--- src/rtl/bm_if_sched.sv ---
// bm_if_sched: round-robin scheduler sharing one bitwise ALU among four requesters
//   clock, reset         : rising-edge clock, synchronous active-high reset
//   req[3:0]             : per-requester request
//   op_a, op_b           : packed operands, requester i at [i*BITS +: BITS]
//   op_sel[7:0]          : packed op codes, requester i at [2i +: 2]
//   gnt[3:0]             : one-hot grant while an operation is in flight
//   res_valid            : one-cycle pulse with res_id/res_data of a completed op
//   busy                 : high outside IDLE
//   op_count[7:0]        : completed operations, saturating at 255
module bm_if_sched #(
    parameter int BITS = 2
) (
    input  logic              clock,
    input  logic              reset,
    input  logic [3:0]        req,
    input  logic [4*BITS-1:0] op_a,
    input  logic [4*BITS-1:0] op_b,
    input  logic [7:0]        op_sel,
    output logic [3:0]        gnt,
    output logic              res_valid,
    output logic [1:0]        res_id,
    output logic [BITS-1:0]   res_data,
    output logic              busy,
    output logic [7:0]        op_count
);
    typedef enum logic [1:0] {IDLE, EXEC, DONE} state_t;
    state_t          r_state, w_next;
    logic [1:0]      r_ptr, w_win, r_op, r_id;
    logic [BITS-1:0] r_a, r_b, r_data, w_alu;
    logic [7:0]      r_cnt;
    // r_ptr doubles as the current winner once granted, since it is updated on the grant.
    // Scanning from the farthest offset down lets the nearest requester after r_ptr win.
    always_comb begin
        w_win = r_ptr;
        for (int k = 4; k >= 1; k--)
            if (req[r_ptr + 2'(k)]) w_win = r_ptr + 2'(k);
    end
    always_comb w_alu = r_op == 2'd0 ? '0 : r_op == 2'd1 ? r_a & r_b : r_op == 2'd2 ? r_a | r_b : r_a ^ r_b;
    always_ff @(posedge clock) r_state <= reset ? IDLE : w_next;
    always_comb begin
        w_next = IDLE;
        case (r_state)
            IDLE:    w_next = |req ? EXEC : IDLE;
            EXEC:    w_next = req[r_ptr] ? DONE : IDLE;
            default: w_next = IDLE;
        endcase
    end
    always_ff @(posedge clock) begin
        if (reset) begin
            r_ptr  <= 2'd3;
            r_a    <= '0;
            r_b    <= '0;
            r_op   <= '0;
            r_id   <= '0;
            r_data <= '0;
            r_cnt  <= '0;
        end else if (r_state == IDLE && |req) begin
            r_ptr <= w_win;
            r_a   <= op_a[w_win*BITS +: BITS];
            r_b   <= op_b[w_win*BITS +: BITS];
            r_op  <= op_sel[w_win*2 +: 2];
        end else if (r_state == EXEC && req[r_ptr]) begin
            r_data <= w_alu;
            r_id   <= r_ptr;
            r_cnt  <= r_cnt + 8'(r_cnt != 8'hFF);
        end
    end
    always_comb begin
        busy      = r_state != IDLE;
        gnt       = busy ? 4'b0001 << r_ptr : 4'b0000;
        res_valid = r_state == DONE;
    end
    assign res_id   = r_id;
    assign res_data = r_data;
    assign op_count = r_cnt;
endmodule

--- config.mk ---
export PLATFORM = sky130hd
export DESIGN_NAME = bm_if_sched
export DESIGN_NICKNAME = d
export VERILOG_FILES = /design/src/rtl/bm_if_sched.sv
export SDC_FILE = /design/constraint.sdc
export NUM_CORES = 1
export LEC_CHECK = 0
export ABC_AREA = 1
export ABC_CLOCK_PERIOD_IN_PS = 1800
export CORE_MARGIN = 2
export CORE_UTILIZATION = 44
export CTS_BUF_LIST = sky130_fd_sc_hd__clkbuf_8
export CTS_CLUSTER_DIAMETER = 50
export DETAILED_ROUTE_END_ITERATION = 12
export GPL_TIMING_DRIVEN = 0
export PLACE_DENSITY_LB_ADDON = 0.15
export SYNTH_ARGS = -nofsm -noshare
export SYNTH_HDL_FRONTEND = slang
export SYNTH_SLANG_ARGS = --single-unit
--- constraint.sdc ---
create_clock -name clock -period 1.8 [get_ports clock]
set_input_delay 0.36 -clock clock [delete_from_list [all_inputs] [get_ports clock]]
set_output_delay 0.36 -clock clock [all_outputs]
set_load 0.01 [all_outputs]
==> impl_results.md <==
- Status: finished, final reports clean
- Num CTS Buffers: 3
- Routed Antenna Nets: 0
- DRC errors left: 0
- Slew Limit Fails: 0
- Most common cell after layout, fill and taps aside: nand2_1
- Layout cells sized above 1: 24.92%
- FMAX: 563.1 MHz
- YS warnings: 0
- Clk root buf: clkbuf_8
- Total Die Area: 4029 sq um
- Final Hold Slack: 464.7 ps
- Synthesized area: 1556 sq um
- First-pass GRT wire length: 6.368 mm
- Area growth syn-to-layout: 56.03%
- CP cell instances: clkdlybuf4s50_1, inv_2, o21ai_2, nand2_1, nand2_2, inv_4, nand2_4, nand2_4, nand2_4, buf_6, nand2_2, nand3_2, nand3_1, nand2_1, inv_1
- Clock Pin Slew Worst Setup and Hold Paths: 80 ps
- Clk_skew: 6.139 ps
- Area post-placement: 2100 sq um
- Die span in x: 63.48 um
- Number of synthesized register bits: 22
- Critical path class: in2reg
- Port bufs: 47
- Total gr overflow: 0
- Htree depth: 1
- Initial antenna violation count: 0
- Power Internal: 2.203 mW
- Count of max-cap constraint violations: 0
- Via count: 1644
- Slew @ Worst Pin: 468.8 ps
- Clk sinks: 22
- Cell family with the largest share of critical-path delay: buffers and inverters
- Sw Share: 46.77%
- Initial Util: 46.28%
- All-layer global routing usage: 19.03%
- Syn_area_per_cell: 6.432 sq um
- Fillers: 287
- Vias in the first global route: 1530
- Clock Power Share: 8.4%
- Startpoint types: input port
- Syn nets: 282
- Tcrit/Tclk final: 98.66%
- Detail Placement HPWL: 2.516 mm
- Pleak: 1.148 nW
- Combinational share of power: 74.8%
- Tmin final: 1776 ps
- PwrDens: 1704 nW/um^2
- Max VDD drop: 0.001234 V
- DRT iter0 DRCs: 113
- Clk buf depth: 2
- Crit path max fanout: 5
- EDFF count, synth: 0
- WP buf/inv: 5
- Req. time, crit path: 1960 ps
- Layout Nets: 346
- Max_slew headroom: 68.74%
- Count of cell types in the netlist: 25
- Via density: 4.684
- NetSw: 1.936 mW
- Critical path's slowest cell: clkdlybuf4s50_1
- Largest net degree at the start of global routing: 13
- DR pass1 iterations: 4
- Floorplan die height: 63.48 um
- Final hold vios: 0
- Total core area: 3363 sq um
- Routability congestion estimate: 0.8194
- Sequential fraction of the synthesis area: 28.30%
- Wire length per cell: 10.20 um
- Fin area: 2429 sq um
- CP endpoint kind: register
- Largest stage delay on the critical path: 470 ps
- Worst skew pair latency: 260 ps
- Total Neg Setup Slack: 0 ps
- Inserted Diodes: 0
- Final setup viols: 0
- Routed WL: 3.581 mm
- Asr flop ratio synth: 0%
- Core occupancy in the finished layout: 72.21%
- # IOs: 48
- Syn Inst Count: 242
- Unrepaired setup endpoints after global routing: true
- Worst path arrival time: 1940 ps
- Most frequent cells in the layout: nand2_1, inv_1, clkdlybuf4s50_1, dfxtp_1, nand3_1
- Part of the power in registers: 16.8%
- CTS tree: yes
- Power, Total: 4.139 mW
- Worst min path class: reg2reg
- Row count: 21
- CP dominant cell by count: nand2_4
- Post-synth top flop: dfxtp_1
==> layer usage <==
layer,part of all wire (%),routed length (um),vias to the layer above,GRT usage [%]
met3,4.1,147,4,3.393
met2,52,1858,45,35.39
met5,0,0,-,0
li1,-,-,879,-
met1,43,1546,716,23.21
met4,0.81,29,0,2.446
==> kinds of logic after synthesis <==
group / count (synthesis) / share of synthesized area (%)
adders and majority gates: 10 / 8.039
buffers and inverters: 57 / 15.03
and+or+nand+nor: 122 / 37.22
AOI/OAI and AO/OA: 31 / 11.42
DFF: 22 / 28.30
==> power by group through the flow <==
stage / Sequential (mW) / Clock (mW) / Combinational (mW)
after floorplan: 0.707 / 0 / 1.58
after global placement: 0.712 / 0 / 2.03
after detailed placement: 0.716 / 0 / 2.06
after CTS: 0.698 / 0.355 / 2.65
after global routing: 0.714 / 0.374 / 3.43
final: 0.694 / 0.349 / 3.10
==> flip-flops by register name (all words and copies together) (netlist names) <==
signal and flops:
op_count 8, r_a 2, r_b 2, r_op 2, r_ptr 2, r_state 2
res_data 2, res_id 2
==> metrics by stage <==
| step | instances | setup slack (ps) |
|---|---|---|
| global route | 351 | -91.38 |
| finish | 351 | 24.11 |
| floorplan | 242 | 63.55 |
| CTS | 349 | -8.355 |
| global placement | 335 | -281.8 |
| detailed placement | 335 | -302.0 |
==> cells in the mapped netlist (2+ instances only) <==
cell type	number	share of area, %
nand2_1	58	14
inv_2	6	1.4
nand2_4	3	2.2
a21oi_1	13	4.2
nand2_2	5	2.0
clkbuf_1	2	0.48
o21ai_0	13	4.2
inv_1	46	11
nor2_1	18	4.3
nand3_1	28	9.0
o21ai_2	2	1.1
dfxtp_1	22	28
nand3_2	2	1.3
and3b_1	3	1.7
buf_6	2	1.4
ha_1	10	8.0
==> final cells by class <==
class	count	area [sq um]	share of cell area (%)
well taps	46	57.56	2.370
clock buffers	4	55.05	2.267
flip-flops and latches	22	447.9	18.44
plain buffers	4	30.03	1.236
repair buffers	59	575.6	23.70
inverters	53	224.0	9.222
multi-input cells	163	1039	42.76
==> worst paths after layout <==
check	start	to	slack (ps)	cells after the start
hold / removal	res_id[1]$_SDFFE_PP0P_	res_id[1]$_SDFFE_PP0P_	460	2
hold reg to reg	res_id[1]$_SDFFE_PP0P_	res_id[1]$_SDFFE_PP0P_	460	2
setup reg to reg	r_ptr[0]$_SDFFE_PP1P_	r_op[1]$_SDFFE_PP0P_	30	15
setup / recovery	req[3]	r_op[1]$_SDFFE_PP0P_	20	15
==> worst register-to-register path, cell delays in order, from the launching register on <==
cell	delay [ps]
dfxtp_2	340
buf_6	120
inv_8	30
ha_4	290
nand3_4	80
nand2_2	90
nand2_4	70
nand2_4	60
nand2_4	60
nand2_4	90
buf_6	130
nand2_2	50
nand3_2	50
nand3_1	90
nand2_1	80
inv_1	30
==> what timing repair did <==
action / CTS / global route
gates cloned: 1 / 0
setup endpoints to repair: 10 / 17
hold buffers: 0 / 0
hold endpoints to repair: 0 / 0
setup buffers: 9 / 2
pin swaps: 9 / 15
gates resized for setup: 19 / 38
No activity file was read; power rests on OpenSTA's default activity.
